## src/rtl/cic_comb_sequencer.sv

```systemverilog
// cic_comb_sequencer
//   Time-multiplexed CIC comb stage shared by NCH microphone channels.
//   Every R-th integrator strobe (a "tick") latches all channel samples into
//   a holding register; the sequencer then walks the channels one per cycle,
//   producing y = x[n] - x[n-N] for each, with a private N-deep delay line
//   per channel. Results appear on o_data/o_channel with a one-cycle o_valid.
//
// Ports
//   lr_clock     sole clock, rising edge
//   reset        asynchronous, active-high reset
//   i_valid      one-cycle strobe: new integrator sample on all channels
//   i_data       packed integrator outputs, channel k at [k*IW +: IW]
//   o_data       registered comb result (OW bits, two's complement)
//   o_channel    channel index of o_data
//   o_valid      o_data/o_channel valid for this cycle only
//   overrun      sticky: a tick arrived mid-sequence and was dropped
//   clr_overrun  synchronous clear of overrun (a coincident set wins)

// Per-channel comb delay line: shifts only on the cycle its channel is served.
module cic_comb_dly #(
    parameter int IW = 19,
    parameter int N  = 3
) (
    input  logic          lr_clock,
    input  logic          reset,
    input  logic          shift,
    input  logic [IW-1:0] din,
    output logic [IW-1:0] tap
);
    logic [N-1:0][IW-1:0] dly;

    always_ff @(posedge lr_clock or posedge reset) begin
        if (reset) begin
            dly <= '0;
        end else if (shift) begin
            dly[0] <= din;
            for (int i = 1; i < N; i++) dly[i] <= dly[i-1];
        end
    end

    assign tap = dly[N-1];
endmodule

module cic_comb_sequencer #(
    parameter int IW  = 19,
    parameter int OW  = 19,
    parameter int N   = 3,
    parameter int NCH = 4,
    parameter int R   = 16,
    localparam int CW = (NCH > 1) ? $clog2(NCH) : 1
) (
    input  logic              lr_clock,
    input  logic              reset,
    input  logic              i_valid,
    input  logic [NCH*IW-1:0] i_data,
    output logic [OW-1:0]     o_data,
    output logic [CW-1:0]     o_channel,
    output logic              o_valid,
    output logic              overrun,
    input  logic              clr_overrun
);
    localparam int DW = (R > 1) ? $clog2(R) : 1;

    typedef enum logic {IDLE, RUN} state_t;

    state_t                  state, state_nxt;
    logic [CW-1:0]           ch, ch_nxt;
    logic [DW-1:0]           dec_cnt;
    logic [NCH-1:0][IW-1:0]  hold;
    logic [NCH-1:0][IW-1:0]  taps;
    logic                    run, last_ch, tick, accept, drop;
    logic signed [IW-1:0]    cur_s, old_s;
    logic [OW-1:0]           diff;

    assign run     = (state == RUN);
    assign last_ch = (ch == CW'(NCH-1));
    assign tick    = i_valid && (dec_cnt == DW'(R-1));
    // A tick landing on the final channel's cycle chains straight into the
    // next sequence; anywhere else mid-sequence it would clobber hold.
    assign accept  = tick && (!run || last_ch);
    assign drop    = tick && run && !last_ch;

    always_ff @(posedge lr_clock or posedge reset) begin
        if (reset) begin
            dec_cnt <= '0;
        end else if (i_valid) begin
            dec_cnt <= (dec_cnt == DW'(R-1)) ? '0 : dec_cnt + 1'b1;
        end
    end

    always_ff @(posedge lr_clock or posedge reset) begin
        if (reset) begin
            state <= IDLE;
            ch    <= '0;
        end else begin
            state <= state_nxt;
            ch    <= ch_nxt;
        end
    end

    always_comb begin
        state_nxt = state;
        ch_nxt    = ch;
        case (state)
            IDLE: begin
                if (accept) begin
                    state_nxt = RUN;
                    ch_nxt    = '0;
                end
            end
            RUN: begin
                if (last_ch) begin
                    state_nxt = accept ? RUN : IDLE;
                    ch_nxt    = '0;
                end else begin
                    ch_nxt = ch + 1'b1;
                end
            end
            default: begin
                state_nxt = IDLE;
                ch_nxt    = '0;
            end
        endcase
    end

    always_ff @(posedge lr_clock or posedge reset) begin
        if (reset) begin
            hold <= '0;
        end else if (accept) begin
            hold <= i_data;
        end
    end

    for (genvar k = 0; k < NCH; k++) begin : g_ch
        cic_comb_dly #(.IW(IW), .N(N)) u_dly (
            .lr_clock (lr_clock),
            .reset    (reset),
            .shift    (run && (ch == CW'(k))),
            .din      (hold[k]),
            .tap      (taps[k])
        );
    end

    // Size casts of signed operands sign-extend; the OW-bit subtract wraps.
    assign cur_s = hold[ch];
    assign old_s = taps[ch];
    assign diff  = OW'(cur_s) - OW'(old_s);

    always_ff @(posedge lr_clock or posedge reset) begin
        if (reset) begin
            o_data    <= '0;
            o_channel <= '0;
            o_valid   <= 1'b0;
        end else begin
            o_valid <= run;
            if (run) begin
                o_data    <= diff;
                o_channel <= ch;
            end
        end
    end

    always_ff @(posedge lr_clock or posedge reset) begin
        if (reset) begin
            overrun <= 1'b0;
        end else if (drop) begin
            overrun <= 1'b1;
        end else if (clr_overrun) begin
            overrun <= 1'b0;
        end
    end
endmodule
```

## config.mk

```make
export PLATFORM = sky130hd
export DESIGN_NAME = cic_comb_sequencer
export DESIGN_NICKNAME = d
export VERILOG_FILES = /design/src/rtl/cic_comb_sequencer.sv
export SDC_FILE = /design/constraint.sdc
export NUM_CORES = 1
export LEC_CHECK = 0
export ABC_CLOCK_PERIOD_IN_PS = 31000
export CAP_MARGIN = 20
export CORE_MARGIN = 2
export CORE_UTILIZATION = 63
export CTS_CLUSTER_SIZE = 8
export DETAILED_ROUTE_END_ITERATION = 12
export GPL_TIMING_DRIVEN = 0
export MAX_ROUTING_LAYER = met4
export PLACE_DENSITY_LB_ADDON = 0.25
export SYNTH_ARGS = -nofsm -noshare
export SYNTH_HDL_FRONTEND = slang
export SYNTH_SLANG_ARGS = --single-unit
```

## constraint.sdc

```tcl
create_clock -name lr_clock -period 31 [get_ports lr_clock]
set_clock_uncertainty 0.15 [all_clocks]
set_input_delay 4.65 -clock lr_clock [delete_from_list [all_inputs] [get_ports lr_clock]]
set_output_delay 4.65 -clock lr_clock [all_outputs]
set_load 0.02 [all_outputs]
```

# --- After elaboration in Yosys (flattened, before gate mapping) ---
# Cells that the tools add are included.
classes:
  add_sub_neg: 3
  order_cmp: 1
  n_eq_ne: 5
  reduce_logical: 13
  bitwise_logic: 1
  n_mux: 13
op_table:
  columns: ["op", "n"]
  rows:
  - ["$bmux W19 S2", 2]
  - ["$mux W19", 2]
  - ["$sub A19 B19 Y19", 1]
  - ["$logic_and A1 B1 Y1", 8]
  - ["$add A4 B1 Y4 const B", 1]
  - ["$eq A2 B2 Y1 const B", 2]
  - ["$eq A4 B4 Y1 const B", 1]
  - ["$mux W1", 4]
  - ["$mux W2", 2]
  - ["$mux W4", 1]
  - ["$pmux W2 S2", 1]
  - ["$lt A2 B3 Y1 const B", 1]
  - ["$add A2 B1 Y2 const B", 1]
  - ["$eq A2 B1 Y1 const B", 1]
  - ["$logic_not A1 Y1", 2]
  - ["$logic_not A2 Y1", 1]
  - ["$ne A2 B2 Y1 const B", 1]
  - ["$pmux W1 S2", 1]
  - ["$reduce_bool A2 Y1", 1]
  - ["$logic_or A1 B1 Y1", 1]
  - ["$not A1 Y1", 1]
word_totals:
  ff_bits: 334
  out_inout_bits: 23

# --- Logic depth before layout (Yosys ltp) ---
# Gate-level depths: netlist of the first run.
logic_depth:
  ltp_word: 6
  mapped_depth: 13
  ltp_nobuf: 12

# --- Cells and area by module ---
# From an unflattened synthesis of the first run, not the netlist that was laid out.
unflattened:
  cells_unflattened: 1015
  area_unflattened_um2: 15464.8
by_module_without_submodules:
  columns: ["module", "area_each_um2", "cells_per_inst", "instances"]
  rows:
  - ["cic_comb_dly", 2382.3, 140, 4]
  - ["cic_comb_sequencer", 5935.7, 455, 1]

# --- Worst setup path after synthesis of the first run ---
# Ideal clock, no wire load.
synth_path:
  path_type: "input-to-reg"
  from: "in i_valid"
  to: "reg hold[19] (netlist bit)"
  setup_time_ns: 0.125
  arrival_time_ns: 5.792
  path_slack_ns: 24.933
  cell_stages: 5
  n_path_buf: 2
  path_cell_list: "nand4_1 nor2b_1 buf_2 buf_2 mux2_2"
synth_via:
  elab_chain_len: 2
synth_lines:
  columns: ["element", "line", "rtl"]
  rows:
  - ["start: declaration", "54", "input logic i_valid,"]
  - ["$logic_and A1 B1 Y1", "77", "assign tick = i_valid && (dec_cnt == DW'(R-1));"]
  - ["$logic_and A1 B1 Y1", "80", "assign accept = tick && (!run || last_ch);"]
  - ["end signal: assignment", "130", "hold <= i_data;"]
  - ["end: declaration", "69", "logic [NCH-1:0][IW-1:0] hold;"]
# Every way passes these cells.
# A chain may end at the register's enable or synchronous reset.

# --- Worst setup path in the final report of the first run ---
layout_path:
  from: "in i_valid"
  to: "reg hold[20] (netlist bit)"
# Same word-level chain as after synthesis.

==> metrics, run 1 <==
Worst setup EP type=flop; initial core utilization=63.7%; r2r startpoint=ch[1]; TritonRoute pass-1 iters=4; leading area contributor after synthesis=dfrtp_1; slew margin rel.=43.8%; reg-to-reg critical path endpoint=o_data[18]; Mapped Area=0.0143 mm2; WL final=31600 um; full die area=0.0240 mm2; synthesized area per cell=15.3 um2; via count=8290; CTS Hold Bufs=0; routability cong.=0.815; VDD IR-drop max=0.0569 mV; setup TNS=0 ns; WP buf/inv=3; sequential cell area=0.00836 mm2; Post-route DRC=0; Num Clock Sinks=334; Clock transition at path regs=0.05 ns; design area=0.0170 mm2; Cells after Synth=935; crit path DAT=7.09 ns; I/O Buffers=102; Pins Over Slew Limit=0; die height=155 um; Post-CTS Setup Inserts=0; cells along the critical path=clkdlybuf4s50_1 > nand4_1 > nor2b_1 > buf_2 > buf_2 > mux2_2; first-pass GRT wire length=50400 um; clock root buffer=clkbuf_16; post-synthesis compound-gate area fraction=3.74%; register area share after synthesis=58.3%; vias in the first global route=8858; Slowest-stage cell, CP=clkdlybuf4s50_1; CTS H-tree lvls=2; num ports=103; largest net degree at the start of global routing=124; Final #Nets=1192; most used cell, CP=buf_2; Setup violations, final=0; slowest stage delay, CP=0.58 ns; top cell type's share of synthesized area=58.3%; worst slack at placement=23.69 ns; Worst path depth=6; final setup margin=24.18 ns; grt ovf=0; total CTS buffers=47; CP Max Fanout=10; Setup crit start kind=input port; multiplexer share of the synthesized area=30.5%; Layout area overhead=18.6%; Hold Violations, Final=0; post-CTS sizing=0; post-synthesis simple-gate area fraction=2.26%; Reg2Reg Setup Slack=26.65 ns; FP Rows=55; RSZ-0062 raised after global routing=false; area of the multi-input gates=0.00564 mm2; Iter 0 DRT Violations=541; Crit Path Class=input port to flop; worst reg2reg path depth=13; measured slew at the worst slew-check pin=0.843 ns; fraction of layout cells with a size suffix above 1=40.3%; Longest Clk Path Bufs=3; XOR/XNOR share of the synthesized area=0.733%; post-route ant nets=0; hpwl dp=22100 um; post-synth cell types=55; initial antenna violation count=0; # diodes=0; Top delay family on crit path=buffers and inverters; Maximum Capacitance Violations=0; Yosys reg bits=334; core area=0.0225 mm2; Overall Power=1.74 mW; Worst-Skew Late Latency=0.53 ns; Synth Area in Adders=2.15%; placed cell area=0.0158 mm2; P_leak=8.15 nW; Hold Path Class=flop to flop; die span in x=155 um; Synth Warn #=0; Worst EP required=31.26 ns; Synth area leaders=dfrtp_1 (58%), mux2_2 (25%), mux4_2 (5.8%); final worst-path cycle share=22.0%; f_max=147 MHz; launch point of the worst path=i_valid; largest family of logic cells by synthesized area=multiplexers; Avg WL per Cell=23.0 um; Vias per Instance=6.03; Tot GR Track Use=28.6%; status=complete, no violations; PwrDens=102 mW/mm2; syn_nets=1039; fin crit period=6.82 ns; most frequent cells in the layout=dfrtp_1 (334), mux2_2 (313), clkdlybuf4s50_1 (102); end of the critical path=hold[20]; commonest non-fill, non-tap cell in the layout=dfrtp_1; TritonCTS clock tree=done; filler cell count=1320
==> per-stage QoR <==
stage          util, %  hold slack [ns]  cells
2_1_floorplan        -            0.277    935
6_report          75.6            0.331   1374
5_1_grt           75.6            0.349   1374
4_1_cts           75.6            0.334   1374
3_5_place_dp      70.1            0.323   1324
3_3_place_gp      69.8            0.316   1322
==> registers in the layout (all words and copies together) (netlist names) <==
name and flops:
run 1, o_valid 1, overrun 1, o_data 19, ch 2, hold 76
g_ch.u_dly.dly 152, g_ch.u_dly.tap 76, o_channel 2, dec_cnt 4
==> logic make-up after synthesis <==
family                   count (synthesis)
buffers and inverters                   78
AND/OR/NAND/NOR                         64
AO/OA/AOI/OAI                           72
XOR/XNOR                                12
multiplexers                           351
adder cells (fa/ha/maj)                 24
flip-flops                             334
==> area by class of cell <==
type | count | area share, %
Buffer | 47 | 1.32
Clock buffer | 48 | 7.00
Clock inverter | 2 | 0.191
Inverter | 31 | 0.729
Multi-Input combinational cell | 523 | 33.2
Sequential cell | 334 | 49.2
Tap cell | 285 | 2.10
Timing Repair Buffer | 104 | 6.33
==> per-layer routing <==
layer | global-route usage (%) | part of all wire (%)
met3 | 6.52 | 6.2
met4 | 6.48 | 1.6
met1 | 40.8 | 46
met2 | 42.8 | 46
met5 | - | 0
==> cell usage after synthesis (all sizes together) <==
master,instances
o31ai,4
a2111oi,1
and2,1
a21boi,1
and3,1
nor3,6
ha,23
a21o,10
inv,31
or4b,1
fa,1
o22ai,3
o41ai,3
xor2,2
nand3b,1
o2bb2ai,1
nor4b,1
mux4,37
a211o,1
o2111a,1
buf,24
o21bai,2
nor2,11
a31oi,3
nor2b,2
xnor2,10
or3,2
mux2i,1
nand2b,3
nand3,4
a21oi,15
o311ai,1
nand2,25
o21ai,14
mux2,313
o31a,2
nand4,3
dfrtp,334
o211ai,1
clkbuf,23
nand4b,3
o21a,5
a211oi,4
==> worst register-to-register path: cells and delay by family (launching register included) <==
family,cells,cell delay (ns)
compound gates,3,0.97
mux,1,0.35
fa+ha+maj,2,0.63
simple gates,4,0.60
flops,1,0.43
buf+inv,3,1.11
==> power by group <==
| part | internal [mW] | total, mW | switching, mW |
|---|---|---|---|
| Sequential | 0.576 | 0.677 | 0.101 |
| Clock | 0.268 | 0.439 | 0.172 |
| Combinational | 0.322 | 0.627 | 0.305 |
| Total | 1.17 | 1.74 | 0.577 |
==> worst min path at each step <==
stage | from | endpoint | slack (ns) | cells past startpoint
after floorplan | run | o_valid | 0.28 | 0
after global placement | o_data[4] | o_data[4] | 0.32 | 1
after detailed placement | o_data[3] | o_data[3] | 0.32 | 2
after CTS | o_data[12] | o_data[12] | 0.33 | 1
after global routing | o_data[3] | o_data[3] | 0.35 | 2
final | o_data[3] | o_data[3] | 0.33 | 2
Note: power is estimated with default switching activity, not from simulation.
==> inputs of run 2 (changes only) <==
--- a/config.mk
+++ b/config.mk
@@ -5,10 +5,10 @@
 export SDC_FILE = /design/constraint.sdc
 export NUM_CORES = 1
 export LEC_CHECK = 0
-export ABC_CLOCK_PERIOD_IN_PS = 31000
+export ABC_CLOCK_PERIOD_IN_PS = 6910
 export CAP_MARGIN = 20
 export CORE_MARGIN = 2
-export CORE_UTILIZATION = 63
+export CORE_UTILIZATION = 59
 export CTS_CLUSTER_SIZE = 8
 export DETAILED_ROUTE_END_ITERATION = 12
 export GPL_TIMING_DRIVEN = 0
==> constraint.sdc (replaced) <==
create_clock -name lr_clock -period 6.91 [get_ports lr_clock]
set_clock_uncertainty 0.15 [all_clocks]
set_input_delay 1.0365 -clock lr_clock [delete_from_list [all_inputs] [get_ports lr_clock]]
set_output_delay 1.0365 -clock lr_clock [all_outputs]
set_load 0.02 [all_outputs]
==> metrics, run 2 (synthesis results as in run 1) <==
Clock transition at path regs=0.05 ns (about the same); hold path start=o_data[4]; P_sw=2.58 mW (+350%); r2r startpoint=ch[1]; routability cong.=0.826 (+1.3%); via count=8395 (+1.3%); P_leak=8.22 nW (+0.78%); fraction of layout cells with a size suffix above 1=40.7% (+0.38 points); Worst-Skew Late Latency=0.54 ns (about the same); Worst setup EP type=flop; worst hold slack=0.330 ns (-0.00104 ns); filler cell count=1639 (+24%); Tot GR Track Use=26.5% (-2.1 points); core area=0.0241 mm2 (+7.1%); full die area=0.0256 mm2 (+6.6%); post-route ant nets=0 (unchanged); f_max=221 MHz; worst reg2reg path depth=13 (unchanged); VDD IR-drop max=0.212 mV (+270%); initial core utilization=59.5% (-4.2 points); Longest Clk Path Bufs=3 (unchanged); CTS Hold Bufs=0 (unchanged); most used cell, CP=nor3_2; Avg WL per Cell=22.2 um (-3.6%); Vias per Instance=5.91 (-2.1%); Iter 0 DRT Violations=458 (-15%); Maximum Capacitance Violations=0 (unchanged); WL final=31500 um (-0.29%); Non-Filler Instances=1421 (+3.4%); commonest non-fill, non-tap cell in the layout=dfrtp_1; RSZ-0062 raised after global routing=false; status=complete, no violations; Slowest-stage cell, CP=buf_1; hpwl dp=22800 um (+3.2%); CTS H-tree lvls=2 (unchanged); reg-to-reg critical path endpoint=o_data[18]; clock power share=25.6% (+0.4 points); first-pass GRT wire length=50300 um (-0.16%); Hold Crit Depth=1 (-1); most frequent cells in the layout=dfrtp_1 (334), mux2_2 (313), clkdlybuf4s50_1 (102); total CTS buffers=47 (unchanged); Layout area overhead=19.9%; placed cell area=0.0159 mm2 (+0.95%); dpl cells=1369 (+3.4%); I/O Buffers=102 (unchanged); P_int=5.26 mW (+350%); final core utilization=71.3% (-4.2 points); Worst EP required=7.18 ns (-24.08 ns); Crit Path Class=flop to flop; vias in the first global route=8863 (+0.056%); Reg2Reg Setup Slack=2.39 ns (-24.26 ns); fin crit period=4.52 ns; PwrDens=456 mW/mm2 (+350%); Setup crit start kind=flop; sequential fraction of design power=38.7% (about the same); Overall Power=7.85 mW (+350%); largest net degree at the start of global routing=44 (-65%); slew margin rel.=41.9% (-1.9 points); Post-route DRC=0 (unchanged); Hold Violations, Final=0 (unchanged); Reg with most FFs=g_ch.u_dly.dly; measured slew at the worst slew-check pin=0.871 ns (+0.0284 ns); FP Rows=57 (+3.6%); post-CTS sizing=0 (unchanged); Hold Path Class=flop to flop; TritonRoute pass-1 iters=5 (+1); Post-CTS Setup Inserts=0 (unchanged); design area=0.0172 mm2 (+1.1%); cells along the critical path=clkbuf_1 > buf_1 > mux4_2 > ha_1 > inv_1 > fa_1 > a211oi_2 > nor3_2 > nor3_2 > a31oi_1 > o41ai_1 > or3_1 > nand3_1; Gate power share=35.7% (-0.3 points); crit path DAT=4.79 ns (-2.30 ns); Num Clock Sinks=334 (unchanged); slowest stage delay, CP=0.58 ns (about the same); num ports=103 (unchanged); final worst-path cycle share=65.4%; Setup violations, final=0 (unchanged); initial antenna violation count=1 (+1); hold endpoint=o_data[4]; die span in x=160 um (+3.2%); max FFs per register=152 (unchanged); Pins Over Slew Limit=0 (unchanged); CP Max Fanout=10 (unchanged); Sw Ratio=32.9% (-0.21 points); Final #Nets=1198 (+0.50%); die height=160 um (+3.2%); clock root buffer=clkbuf_16; TritonCTS clock tree=done; grt ovf=0 (unchanged)
==> run 2: worst max path at each step <==
| stage | startpoint | to | slack (ns) | cells after the start |
|---|---|---|---|---|
| floorplan | reset | ch[0] | 1.26 | 1 |
| global placement | reset | hold[1] | -0.88 | 2 |
| detailed placement | ch[1] | o_data[18] | 2.47 | 13 |
| CTS | ch[1] | o_data[18] | 2.44 | 13 |
| global route | ch[1] | o_data[18] | 2.09 | 13 |
| finish | ch[1] | o_data[18] | 2.39 | 13 |
==> run 2: power by group through the flow <==
stage	Clock (mW)	Combinational [mW]	Sequential [mW]
2_1_floorplan	0	2.08	2.92
3_3_place_gp	0	2.69	3.00
3_5_place_dp	0	2.79	3.04
4_1_cts	2.04	2.81	3.02
5_1_grt	2.13	3.06	3.10
6_report	2.01	2.80	3.03
==> run 2: worst max-delay path: cells and delay by family, from the launching register on <==
| family | cells | cell delay [ns] |
|---|---|---|
| compound gates | 3 | 1.03 |
| fa+ha+maj | 2 | 0.63 |
| buf+inv | 3 | 1.17 |
| flops | 1 | 0.45 |
| mux | 1 | 0.36 |
| simple gates | 4 | 0.59 |
==> run 2: per-layer routing <==
metal  GRT usage, %  share of wire, %  vias up  routed length [um]
li1               -                 -     3686                   -
met1           38.5                47     4464               14800
met2           39.4                46      201               14500
met3           5.25               5.1       44                1620
met4           6.22               1.8        0                 554
met5              -                 0        -                   0
==> run 2: cell type report <==
class	count	area (um2)	share of cell area (%)
antenna	1	2.50	0.0146
clock buffer	49	1210	7.06
sequential	334	8360	48.6
buffer	47	224	1.30
inverter	31	120	0.698
clock inverter	2	50.0	0.291
timing repair buffer	110	1180	6.87
tap	324	405	2.36
multi-input combinational	523	5640	32.8
==> run 2: per-stage QoR <==
| stage | TNS (ns) | worst slack, ns |
|---|---|---|
| 2_1_floorplan | 0 | 1.26 |
| 3_3_place_gp | -284.19 | -0.884 |
| 3_5_place_dp | 0 | 2.47 |
| 4_1_cts | 0 | 2.44 |
| 5_1_grt | 0 | 2.09 |
| 6_report | 0 | 2.39 |
